### src/rtl/regfile_host_pkg.sv
// Shared types for the picoMIPS register-file host port.
// REGFILE_HOST_CLEAR_EN adds the SWEEP state used by the CLEAR command.
package regfile_host_pkg;

  localparam int OP_W = 2;

  typedef enum logic [OP_W-1:0] {
    OP_READ  = 2'd0,
    OP_WRITE = 2'd1,
    OP_CLEAR = 2'd2,
    OP_RSVD  = 2'd3
  } op_e;

`ifdef REGFILE_HOST_CLEAR_EN
  typedef enum logic [1:0] {
    ST_IDLE  = 2'd0,
    ST_EXEC  = 2'd1,
    ST_SWEEP = 2'd2,
    ST_RESP  = 2'd3
  } state_e;
`else
  typedef enum logic [1:0] {
    ST_IDLE  = 2'd0,
    ST_EXEC  = 2'd1,
    ST_RESP  = 2'd3
  } state_e;
`endif

endpackage

### src/rtl/regfile_host_port.sv
// Host/debug initiator for the picoMIPS register file: READ, WRITE and CLEAR commands.
// Define REGFILE_HOST_CLEAR_EN to build the CLEAR sweep; otherwise op 2 is rejected.
module regfile_host_port
  import regfile_host_pkg::*;
#(
  parameter int BUS_WIDTH  = 8,
  parameter int ADDR_WIDTH = 5
) (
  input  logic                  clk,
  input  logic                  n_reset,
  input  logic                  cmd_valid,
  output logic                  cmd_ready,
  input  logic [OP_W-1:0]       cmd_op,
  input  logic [ADDR_WIDTH-1:0] cmd_addr_a,
  input  logic [ADDR_WIDTH-1:0] cmd_addr_b,
  input  logic [BUS_WIDTH-1:0]  cmd_data,
  output logic                  resp_valid,
  input  logic                  resp_ready,
  output logic [BUS_WIDTH-1:0]  resp_data_a,
  output logic [BUS_WIDTH-1:0]  resp_data_b,
  output logic                  resp_err,
  output logic                  rf_we,
  output logic [BUS_WIDTH-1:0]  rf_wr_data,
  output logic [ADDR_WIDTH-1:0] rf_rd_addr,
  output logic [ADDR_WIDTH-1:0] rf_rs_addr,
  input  logic [BUS_WIDTH-1:0]  rf_rd_data,
  input  logic [BUS_WIDTH-1:0]  rf_rs_data
);

  localparam logic [ADDR_WIDTH-1:0] ZERO_ADDR = '0;

  state_e                state_q;
  op_e                   op_q;
  op_e                   cmd_op_d;
  logic                  rf_we_q;
  logic [BUS_WIDTH-1:0]  rf_wr_data_q;
  logic [ADDR_WIDTH-1:0] rf_rd_addr_q;
  logic [ADDR_WIDTH-1:0] rf_rs_addr_q;
  logic [BUS_WIDTH-1:0]  resp_data_a_q;
  logic [BUS_WIDTH-1:0]  resp_data_b_q;
  logic                  resp_err_q;

  assign cmd_op_d = op_e'(cmd_op);

`ifdef REGFILE_HOST_CLEAR_EN
  localparam logic [ADDR_WIDTH-1:0] LAST_ADDR  = {ADDR_WIDTH{1'b1}};
  localparam logic [ADDR_WIDTH-1:0] FIRST_ADDR = ADDR_WIDTH'(1);

  logic [ADDR_WIDTH-1:0] sweep_cnt_q;
  logic [ADDR_WIDTH-1:0] sweep_cnt_d;

  assign sweep_cnt_d = sweep_cnt_q + ADDR_WIDTH'(1);
`endif

  // Handshake flags come straight from registered state, so no input reaches an output.
  assign cmd_ready   = (state_q == ST_IDLE);
  assign resp_valid  = (state_q == ST_RESP);
  assign resp_data_a = resp_data_a_q;
  assign resp_data_b = resp_data_b_q;
  assign resp_err    = resp_err_q;
  assign rf_we       = rf_we_q;
  assign rf_wr_data  = rf_wr_data_q;
  assign rf_rd_addr  = rf_rd_addr_q;
  assign rf_rs_addr  = rf_rs_addr_q;

  always_ff @(posedge clk or negedge n_reset) begin
    if (!n_reset) begin
      state_q       <= ST_IDLE;
      op_q          <= OP_READ;
      rf_we_q       <= 1'b0;
      rf_wr_data_q  <= '0;
      rf_rd_addr_q  <= '0;
      rf_rs_addr_q  <= '0;
      resp_data_a_q <= '0;
      resp_data_b_q <= '0;
      resp_err_q    <= 1'b0;
`ifdef REGFILE_HOST_CLEAR_EN
      sweep_cnt_q   <= '0;
`endif
    end else begin
      case (state_q)
        ST_IDLE: begin
          if (cmd_valid) begin
            op_q         <= cmd_op_d;
            rf_rd_addr_q <= cmd_addr_a;
            rf_rs_addr_q <= cmd_addr_b;
            rf_wr_data_q <= cmd_data;
            case (cmd_op_d)
              OP_READ: begin
                state_q <= ST_EXEC;
              end
              OP_WRITE: begin
                // Register 0 is hard-wired zero; such writes are dropped without error.
                state_q <= ST_EXEC;
                rf_we_q <= (cmd_addr_a != ZERO_ADDR);
              end
`ifdef REGFILE_HOST_CLEAR_EN
              OP_CLEAR: begin
                state_q      <= ST_SWEEP;
                sweep_cnt_q  <= FIRST_ADDR;
                rf_rd_addr_q <= FIRST_ADDR;
                rf_wr_data_q <= '0;
                rf_we_q      <= 1'b1;
              end
`endif
              default: begin
                state_q    <= ST_RESP;
                resp_err_q <= 1'b1;
              end
            endcase
          end
        end

        ST_EXEC: begin
          rf_we_q <= 1'b0;
          if (op_q == OP_READ) begin
            resp_data_a_q <= rf_rd_data;
            resp_data_b_q <= rf_rs_data;
          end
          state_q <= ST_RESP;
        end

`ifdef REGFILE_HOST_CLEAR_EN
        ST_SWEEP: begin
          // The address output tracks the counter; the last register ends the sweep.
          if (sweep_cnt_q == LAST_ADDR) begin
            rf_we_q <= 1'b0;
            state_q <= ST_RESP;
          end else begin
            sweep_cnt_q  <= sweep_cnt_d;
            rf_rd_addr_q <= sweep_cnt_d;
          end
        end
`endif

        ST_RESP: begin
          if (resp_ready) begin
            state_q       <= ST_IDLE;
            resp_data_a_q <= '0;
            resp_data_b_q <= '0;
            resp_err_q    <= 1'b0;
          end
        end

        default: begin
          state_q <= ST_IDLE;
          rf_we_q <= 1'b0;
        end
      endcase
    end
  end

endmodule

### config.mk
export PLATFORM = sky130hd
export DESIGN_NAME = regfile_host_port
export DESIGN_NICKNAME = d
export VERILOG_FILES = /design/src/rtl/regfile_host_pkg.sv /design/src/rtl/regfile_host_port.sv
export SDC_FILE = /design/constraint.sdc
export NUM_CORES = 1
export LEC_CHECK = 0
export BUFFER_PORTS_ARGS = -buffer_cell sky130_fd_sc_hd__buf_2
export CAP_MARGIN = 20
export CORE_ASPECT_RATIO = 0.9
export CORE_UTILIZATION = 46
export CTS_BUF_LIST = sky130_fd_sc_hd__clkbuf_8
export CTS_CLUSTER_SIZE = 40
export DETAILED_ROUTE_END_ITERATION = 10
export PLACE_DENSITY_LB_ADDON = 0.12
export SLEW_MARGIN = 20
export SYNTH_ARGS = -nofsm -noshare
export SYNTH_HDL_FRONTEND = slang
export SYNTH_SLANG_ARGS = --single-unit
### constraint.sdc
create_clock -name clk -period 2 [get_ports clk]
set_input_delay 0.4 -clock clk [delete_from_list [all_inputs] [get_ports clk]]
set_output_delay 0.4 -clock clk [all_outputs]
set_load 0.1 [all_outputs]
Word level (Yosys, flattened, before mapping)
Cells that the tools add are included.
{"block": "op_classes", "add_sub_neg": 0, "multipliers": 0, "div": 0, "n_lt_le_gt_ge": 0, "eq_ne": 8, "shift": 0, "mux": 16, "bitwise_logic": 1, "reduce_logical": 12}
{"op": "$pmux 8 s2", "count": 2}
{"op": "$mux 8", "count": 3}
{"op": "$logic_not 2->1", "count": 3}
{"op": "$mux 2", "count": 3}
{"op": "$ne 2x2->1 const B", "count": 3}
{"op": "$pmux 2 s3", "count": 1}
{"op": "$reduce_and 3->1", "count": 2}
{"op": "$mux 1", "count": 5}
{"op": "$reduce_bool 5->1", "count": 1}
{"op": "$eq 2x1->1 const B", "count": 2}
{"op": "$ne 2x1->1 const B", "count": 2}
{"op": "$pmux 1 s2", "count": 2}
{"op": "$reduce_and 2->1", "count": 2}
{"op": "$reduce_and 4->1", "count": 1}
{"op": "$reduce_bool 2->1", "count": 2}
{"op": "$eq 2x2->1 const B", "count": 1}
{"op": "$reduce_or 2->1", "count": 1}
{"op": "$not 1->1", "count": 1}
{"block": "totals", "register_bits": 40, "latchBits": 0, "ramBits": 0, "rom_bits": 0, "in_bits": 40, "output_inout_bits": 38, "wordCells": 46, "memories": 0}

Logic depth before layout (Yosys ltp)
Gate-level depths: netlist (run 1).
{"block": "logic_depth", "ltp_word": 5, "depth_mapped": 4, "ltp_nobuf": 3}

Worst setup path after synthesis (run 1)
Ideal clock, no wire load.
{"block": "synth_path", "kind": "register -> register", "startpoint": "register state_q[1]", "endpoint": "register rf_we_q (netlist: rf_we)", "setup_time_ns": 0.088, "t_arrival_ns": 2.102, "t_required_ns": 1.912, "setup_slack_ns": -0.190, "stages_incl_launch_ff": 4, "n_path_buf": 0, "period_less_slack_ns": 2.190, "path_cell_list": "dfrtp_1 > nor2_1 > o211ai_1 > o211ai_1"}
{"block": "synth_between", "elab_chain_cells": 3, "word_cells_on_any_way": 7, "cone_classes": "eq/ne: 3; mux: 1; bitwise: 1; reduce/logical: 2"}
{"item": "from (decl)", "line": "regfile_host_port.sv:32", "rtl": "state_e state_q;"}
{"item": "from (signal assigned)", "line": "regfile_host_port.sv:68", "rtl": "state_q <= ST_IDLE;"}
{"item": "from (signal assigned)", "line": "regfile_host_port.sv:90", "rtl": "state_q <= ST_EXEC;"}
{"item": "from (signal assigned)", "line": "regfile_host_port.sv:94", "rtl": "state_q <= ST_EXEC;"}
{"item": "$logic_not 2->1 *"}
{"item": "net cmd_ready", "line": "regfile_host_port.sv:12", "rtl": "output logic cmd_ready,"}
{"item": "$ne 2x1->1 (no source line) / $ne 2x2->1 (equally long branches)"}
{"item": "$reduce_and 3->1 (no source line)"}
{"item": "to (signal assigned)", "line": "regfile_host_port.sv:95", "rtl": "rf_we_q <= (cmd_addr_a != ZERO_ADDR);"}
{"item": "to (decl)", "line": "regfile_host_port.sv:35", "rtl": "logic rf_we_q;"}
The timed path passes the listed nets; every way through them passes the cells marked *.
A chain may end at the register's enable or synchronous reset.

Worst setup path after layout (run 1)
{"block": "layout_path", "startpoint": "register state_q[1]", "endpoint": "output resp_valid"}
{"block": "layout_between", "elab_chain_cells": 1}
{"item": "$eq 2x2->1", "line": "regfile_host_port.sv:57", "rtl": "assign resp_valid = (state_q == ST_RESP);"}
{"item": "to (decl)", "line": "regfile_host_port.sv:17", "rtl": "output logic resp_valid,"}
Every way passes these cells.

==> results.sh, run 1 <==
export IMPL_min_period_ns=1.85
export IMPL_grt_max_degree=22
export IMPL_synth_seq_area_share_pct=66.2
export IMPL_rrSetupSlack_ns=0.46
export IMPL_avgSynthCellArea_sq_um=15.6
export IMPL_die_area_sq_um=3520
export IMPL_die_h_um=56.4
export IMPL_finalSetupViolations=0
export IMPL_outcome="complete, no violations"
export IMPL_synth_fp_nets=137
export IMPL_area_delta_synth_final_pct=35.2
export IMPL_layout_nets=220
export IMPL_crit_arrival_ns=1.45
export IMPL_detail_route_antenna_nets=0
export IMPL_fill_cells=244
export IMPL_initial_utilization_pct=48.9
export IMPL_grt_first_pass_wirelength_mm=5.15
export IMPL_root_buffer="clkbuf_8"
export IMPL_io_buffers=77
export IMPL_worst_pin_slew_ns=0.675
export IMPL_worstSetupStartpoint="state_q[1]$_DFFE_PN0P_"
export IMPL_postCtsSetupRepairBufs=0
export IMPL_r2r_end="resp_data_b[0]$_DFFE_PN0P_"
export IMPL_drt_initial_drc_count=60
export IMPL_fp_dieW_um=62.4
export IMPL_drc=0
export IMPL_final_util_pct=66.2
export IMPL_cts_sink_count=40
export IMPL_h_tree_depth=2
export IMPL_dpl_hpwl_mm=2.28
export IMPL_postCtsHoldBufs=0
export IMPL_place_gp_congestion=0.792
export IMPL_regToRegStartpoint="state_q[0]$_DFFE_PN0P_"
export IMPL_antennaDiodeCount=0
export IMPL_cts_inserted_buffers=5
export IMPL_synth_cell_area_sq_um=1510
export IMPL_ys_types=18
export IMPL_drive_above_1_share_pct=60.8
export IMPL_start_kind="register"
export IMPL_fmax_mhz=539
export IMPL_hold_path_class="primary input to asynchronous set/reset pin"
export IMPL_ff2ff_path_depth=3
export IMPL_num_rows=19
export IMPL_synthCells=97
export IMPL_hold_viol=0
export IMPL_maxCapViolCount=0
export IMPL_yosysWarnings=0
export IMPL_wirelength_mm=3.10
export IMPL_cts_repair_resized=0
export IMPL_finalClockSkew_ns=0.00305
export IMPL_antenna_found_initial=0
export IMPL_worstSkewPairLatency_ns=0.29
export IMPL_finalSetupTns_ns=0
export IMPL_worstPathMaxFanout=5
export IMPL_cts_tree="yes"
export IMPL_slew_headroom_pct=55.0
export IMPL_clkTransAtPathRegs_ns=0.07
export IMPL_grt_setup_unrepaired="false"
export IMPL_via_per_inst=5.04
export IMPL_fin_crit_sh_pct=92.7
export IMPL_path_class="register to output port"
export IMPL_grt_pass1_vias=1159
export IMPL_slew_violations=0
export IMPL_io_pin_count=78
export IMPL_grt_overflow_total=0
export IMPL_core_sq_um=3090
export IMPL_synth_seq_cells=40
export IMPL_track_usage_pct=19.6
export IMPL_avgRoutedWirePerCell_um=13.9
export IMPL_clock_path_buffers=2
export IMPL_firstDrtPassIters=2
export IMPL_crit_path_end_kind="output port"
export IMPL_required_ns=1.60
export IMPL_vias=1125
## cells in the final DEF, fill, tap and decap left out
cell      Yosys  layout
and3b_1       1       1
nor4b_4       1       1
o21a_1        1       1
o22ai_1       1       1
nor2_2        0       1
nor2_1        2       1
inv_1         1       3
nor3b_2       0       1
a22o_1       16      16
and2_1        1       1
dfrtp_1      40      40
clkbuf_8      0       6
mux2_2       20      20
buf_4         0       3
or4_1         1       1
a21oi_2       1       1
nand2_1       2       2
buf_2         3      77
a21oi_1       2       2
o211ai_1      2       2
## sequential cells by signal, indices dropped and copies added (netlist names)
register	cells
rf_wr_data	8
rf_rs_addr	5
state_q	2
rf_rd_addr	5
resp_data_b	8
resp_data_a	8
rf_we	1
resp_err	1
op_q	2
## worst max-delay path by stage
| stage | to | slack [ns] | depth (start not counted) |
|---|---|---|---|
| finish | resp_valid | 0.15 | 2 |
| global route | resp_valid | 0.09 | 2 |
| CTS | resp_valid | 0.13 | 2 |
| detailed placement | resp_valid | 0.45 | 2 |
| global placement | resp_valid | 0.48 | 2 |
| floorplan | resp_data_a[0]$_DFFE_PN0P_ | 0.02 | 4 |
## kinds of logic (layout without fill, tap and decap cells)
logic type | after synthesis | count (layout) | synth area share (%)
compound gates | 23 | 23 | 12.4
buf+inv | 5 | 89 | 1.98
flops | 40 | 40 | 66.2
simple gates | 9 | 9 | 4.55
mux | 20 | 20 | 14.9
## area by class of cell
class                   count  area [sq um]  share of cell area [%]
flip-flops and latches     40          1000                    49.0
multi-input cells          52           489                    23.9
repair buffers             80           408                    20.0
clock buffers               6          82.6                    4.04
well taps                  42          52.6                    2.57
clock inverters             2          7.51                   0.367
inverters                   1          3.75                   0.184
## synthesized netlist by cell type (all sizes together)
library cell  count  area (sq um)
nor3b             1          7.51
nand2             2          7.51
mux2             20           225
and2              1          6.26
or4               1          7.51
o211ai            2          15.0
and3b             1          8.76
a22o             16           140
dfrtp            40          1000
nor2              2          7.51
o21a              1          7.51
buf               4          26.3
inv               1          3.75
nor4b             1          23.8
a21oi             3          18.8
o22ai             1          6.26
## per-stage QoR
stage / hold WS, ns / instance area (sq um) / worst slack (ns) / std cells
detailed placement: 0.375 / 1950 / 0.446 / 215
global placement: 0.359 / 1950 / 0.481 / 215
floorplan: 0.104 / 1520 / 0.0241 / 97
CTS: 0.0659 / 2040 / 0.132 / 223
finish: 0.0527 / 2040 / 0.146 / 223
global route: 0.0901 / 2040 / 0.0879 / 223
## critical path, cell delays in order (launching register included)
cell	delay [ns]
dfrtp_1	0.47
and2_1	0.24
buf_2	0.46
## per-layer routing
layer	up-vias	track usage, %	routed length (um)
met4	0	6.98	42
met1	548	20.4	1220
met3	5	7.11	217
met5	-	0	0
met2	43	36.0	1610
li1	529	-	-
Power of run 1 is left out: the tool's default activity adds up to more than one toggle a clock period on the data nets, which glitch-free logic cannot reach.
==> run 2, diff against run 1 <==
RECOVER_POWER = 25   (was unset)
==> run 2 against run 1 <==
Net effect: register-to-register slack about the same; highest routed layer unchanged; flip-flop and latch count unchanged; first-iteration DRC count unchanged; design area decreased by 0.18%.
==> results.sh, run 2 (same netlist as run 1, synthesis figures left out) <==
export IMPL_core_sq_um=3090
export IMPL_clock_path_buffers=2
export IMPL_cts_inserted_buffers=5
export IMPL_min_period_ns=1.85
export IMPL_clkTransAtPathRegs_ns=0.07
export IMPL_slew_violations=0
export IMPL_grt_max_degree=22
export IMPL_drive_above_1_share_pct=60.2
export IMPL_track_usage_pct=19.6
export IMPL_fill_cells=244
export IMPL_grt_first_pass_wirelength_mm=5.15
export IMPL_fmax_mhz=539
export IMPL_io_pin_count=78
export IMPL_io_buffers=77
export IMPL_slew_headroom_pct=28.7
export IMPL_fin_crit_sh_pct=92.7
export IMPL_ff2ff_path_depth=3
export IMPL_rrSetupSlack_ns=0.46
export IMPL_register_area_sq_um=1000
export IMPL_hold_path_class="primary input to asynchronous set/reset pin"
export IMPL_initial_utilization_pct=48.9
export IMPL_layout_common_cells="76 x buf_2, 40 x dfrtp_1, 20 x mux2_2"
export IMPL_detail_route_antenna_nets=0
export IMPL_cts_sink_count=40
export IMPL_crit_arrival_ns=1.45
export IMPL_grt_setup_unrepaired="false"
export IMPL_h_tree_depth=2
export IMPL_dpl_hpwl_mm=2.28
export IMPL_area_delta_synth_final_pct=34.9
export IMPL_root_buffer="clkbuf_8"
export IMPL_via_per_inst=5.04
export IMPL_firstDrtPassIters=2
export IMPL_path_class="register to output port"
export IMPL_antenna_found_initial=0
export IMPL_required_ns=1.60
export IMPL_multi_input_area_sq_um=489
export IMPL_worstSkewPairLatency_ns=0.29
export IMPL_finalSetupViolations=0
export IMPL_worstPathMaxFanout=5
export IMPL_finalClockSkew_ns=0.00305
export IMPL_crit_path_end_kind="output port"
export IMPL_postCtsHoldBufs=0
export IMPL_vias=1123
export IMPL_antennaDiodeCount=0
export IMPL_die_h_um=56.4
export IMPL_cts_repair_resized=0
export IMPL_finalSetupTns_ns=0
export IMPL_drt_initial_drc_count=60
export IMPL_grt_pass1_vias=1159
export IMPL_start_kind="register"
export IMPL_layout_nets=220
export IMPL_num_rows=19
export IMPL_outcome="complete, no violations"
export IMPL_setup_worst_path_end="resp_valid"
export IMPL_wirelength_mm=3.09
export IMPL_regToRegStartpoint="state_q[0]$_DFFE_PN0P_"
export IMPL_die_area_sq_um=3520
export IMPL_place_gp_congestion=0.792
export IMPL_postCtsSetupRepairBufs=0
export IMPL_grt_overflow_total=0
export IMPL_cts_tree="yes"
export IMPL_worstSetupStartpoint="state_q[1]$_DFFE_PN0P_"
export IMPL_hold_viol=0
export IMPL_r2r_end="resp_data_b[0]$_DFFE_PN0P_"
export IMPL_fp_dieW_um=62.4
export IMPL_drc=0
export IMPL_maxCapViolCount=0
export IMPL_avgRoutedWirePerCell_um=13.9
export IMPL_worst_pin_slew_ns=1.07
export IMPL_layout_commonest_cell="buf_2"
run 2: worst min path at each step:
stage / to / start / cells past startpoint / slack [ns]
final: resp_data_b[1]$_DFFE_PN0P_ / n_reset / 1 / 0.29
after global routing: resp_data_a[2]$_DFFE_PN0P_ / rf_rd_data[2] / 2 / 0.33
after CTS: rf_wr_data[0]$_DFFE_PN0P_ / n_reset / 1 / 0.07
after detailed placement: resp_data_b[1]$_DFFE_PN0P_ / n_reset / 1 / 0.38
after global placement: resp_data_b[1]$_DFFE_PN0P_ / n_reset / 1 / 0.36
after floorplan: op_q[0]$_DFFE_PN0P_ / n_reset / 0 / 0.10
run 2: area by class of cell:
| type | instances | share of cell area [%] |
|---|---|---|
| Clock buffer | 6 | 4.05 |
| Clock inverter | 2 | 0.368 |
| Inverter | 1 | 0.184 |
| Multi-Input combinational cell | 52 | 24.0 |
| Sequential cell | 40 | 49.0 |
| Tap cell | 42 | 2.58 |
| Timing Repair Buffer | 80 | 19.8 |
run 2: metal layers:
metal | routed length, um | up-vias | global-route usage (%)
met3 | 216 | 5 | 7.11
met1 | 1220 | 546 | 20.4
met2 | 1610 | 43 | 36.0
li1 | - | 529 | -
met5 | 0 | - | 0
met4 | 42 | 0 | 6.98
run 2: critical path, cell delays in order, from the launching register on:
cell and delay, ns:
dfrtp_1 0.47, and2_1 0.24, buf_2 0.46
run 2: per-stage QoR:
step	instances	setup WS (ns)	util [%]	hold slack (ns)	area, sq um
final	223	0.146	66.0	0.285	2040
after global routing	223	0.0879	66.0	0.329	2040
after CTS	223	0.132	66.2	0.0659	2040
after detailed placement	215	0.446	63.2	0.375	1950
after global placement	215	0.481	63.2	0.359	1950
after floorplan	97	0.0241	-	0.104	1520
Power of run 2 is left out for the same reason.
==> run 3, diff against run 2 <==
CORE_UTILIZATION = 50   (was 46)
clock period = 2.2 ns   (was 2 ns; I/O delays follow)
==> run 3 against run 2 <==
Net effect: setup slack gained 0.16 ns; clock skew is 0.0022 ns higher; wire length shrank 2.2%; flip-flop and latch count stayed put; first-iteration DRC count decreased by 60%; global-route usage about the same; final cell count decreased by 0.90%; worst hold slack better by 0.017 ns; sequential share of layout area down 0.48 points; die area shrank 7.7%; design area is 0.98% higher; critical endpoint unchanged; highest routed layer unchanged.
==> results.sh, run 3 (same netlist as run 1, synthesis figures left out) <==
export IMPL_outcome="complete, no violations"
export IMPL_worstSetupStartpoint="state_q[1]$_DFFE_PN0P_"
export IMPL_firstDrtPassIters=2
export IMPL_maxCapViolCount=0
export IMPL_grt_pass1_vias=1078
export IMPL_io_pin_count=78
export IMPL_die_h_um=54.2
export IMPL_multi_input_area_sq_um=487
export IMPL_num_rows=18
export IMPL_finalClockSkew_ns=0.00528
export IMPL_area_delta_synth_final_pct=36.2
export IMPL_r2r_end="resp_data_b[3]$_DFFE_PN0P_"
export IMPL_dpl_hpwl_mm=2.28
export IMPL_slew_violations=0
export IMPL_io_buffers=77
export IMPL_drt_initial_drc_count=24
export IMPL_drive_above_1_share_pct=61.3
export IMPL_hold_path_class="primary input to asynchronous set/reset pin"
export IMPL_dpl_cell_count=213
export IMPL_clock_path_buffers=2
export IMPL_via_per_inst=4.96
export IMPL_initial_utilization_pct=53.7
export IMPL_path_class="register to output port"
export IMPL_setup_worst_path_end="resp_valid"
export IMPL_crit_path_end_kind="output port"
export IMPL_die_area_sq_um=3250
export IMPL_root_buffer="clkbuf_8"
export IMPL_antennaDiodeCount=0
export IMPL_regToRegStartpoint="state_q[0]$_DFFE_PN0P_"
export IMPL_antenna_found_initial=0
export IMPL_register_area_sq_um=1000
export IMPL_grt_max_degree=41
export IMPL_slew_headroom_pct=36.0
export IMPL_fin_crit_sh_pct=85.9
export IMPL_worst_pin_slew_ns=0.960
export IMPL_rrSetupSlack_ns=0.65
export IMPL_postCtsSetupRepairBufs=0
export IMPL_worstPathMaxFanout=5
export IMPL_hold_viol=0
export IMPL_cts_sink_count=40
export IMPL_layout_nets=220
export IMPL_fin_cells=221
export IMPL_fmax_mhz=529
export IMPL_finalSetupTns_ns=0
export IMPL_core_sq_um=2820
export IMPL_ff2ff_path_depth=3
export IMPL_wirelength_mm=3.02
export IMPL_hold_ws_ns=0.303
export IMPL_track_usage_pct=19.6
export IMPL_min_period_ns=1.89
export IMPL_grt_overflow_total=0
export IMPL_cts_tree="yes"
export IMPL_fill_cells=211
export IMPL_layout_commonest_cell="buf_2"
export IMPL_postCtsHoldBufs=0
export IMPL_clkTransAtPathRegs_ns=0.07
export IMPL_grt_first_pass_wirelength_mm=4.51
export IMPL_cts_repair_resized=0
export IMPL_drc=0
export IMPL_fp_dieW_um=60.0
export IMPL_detail_route_antenna_nets=0
export IMPL_layout_common_cells="76 x buf_2, 40 x dfrtp_1, 20 x mux2_2"
export IMPL_avgRoutedWirePerCell_um=13.7
export IMPL_h_tree_depth=2
export IMPL_place_gp_congestion=0.748
export IMPL_crit_arrival_ns=1.45
export IMPL_start_kind="register"
export IMPL_worstSkewPairLatency_ns=0.28
export IMPL_cts_inserted_buffers=5
export IMPL_grt_setup_unrepaired="false"
export IMPL_finalSetupViolations=0
export IMPL_vias=1097
export IMPL_required_ns=1.76
-- run 3: stage by stage --
step / utilization (%) / setup WS (ns) / area (sq um)
floorplan: - / 0.00268 / 1510
global route: 73.2 / 0.247 / 2060
CTS: 73.2 / 0.305 / 2060
finish: 73.2 / 0.310 / 2060
detailed placement: 69.2 / 0.617 / 1950
global placement: 69.2 / 0.662 / 1950
-- run 3: per-layer routing --
metal  vias up  GRT usage, %  wire, um
met4         0          9.30        36
met2        44          35.4      1580
met3         5          5.05       149
met1       524          21.5      1250
met5         -             0         0
li1        524             -         -
-- run 3: critical path: stages, from the launching register on --
cell and delay, ns:
dfrtp_1 0.47, and2_1 0.24, buf_2 0.46
-- run 3: worst min path at each step --
stage	startpoint	to	slack, ns	cells after the start
6_report	n_reset	rf_rs_addr[0]$_DFFE_PN0P_	0.30	1
3_5_place_dp	resp_data_a[2]$_DFFE_PN0P_	resp_data_a[2]$_DFFE_PN0P_	0.48	1
2_1_floorplan	n_reset	op_q[0]$_DFFE_PN0P_	0.14	0
5_1_grt	n_reset	resp_data_a[6]$_DFFE_PN0P_	0.38	1
3_3_place_gp	resp_data_b[4]$_DFFE_PN0P_	resp_data_b[4]$_DFFE_PN0P_	0.48	1
4_1_cts	n_reset	resp_data_b[1]$_DFFE_PN0P_	0.29	1
-- run 3: cell type report --
type,count,area share [%]
clock inverters,3,2.06
multi-input cells,52,23.6
flip-flops and latches,40,48.6
clock buffers,5,3.34
inverters,1,0.182
repair buffers,80,19.8
well taps,40,2.43
Power of run 3 is left out for the same reason.
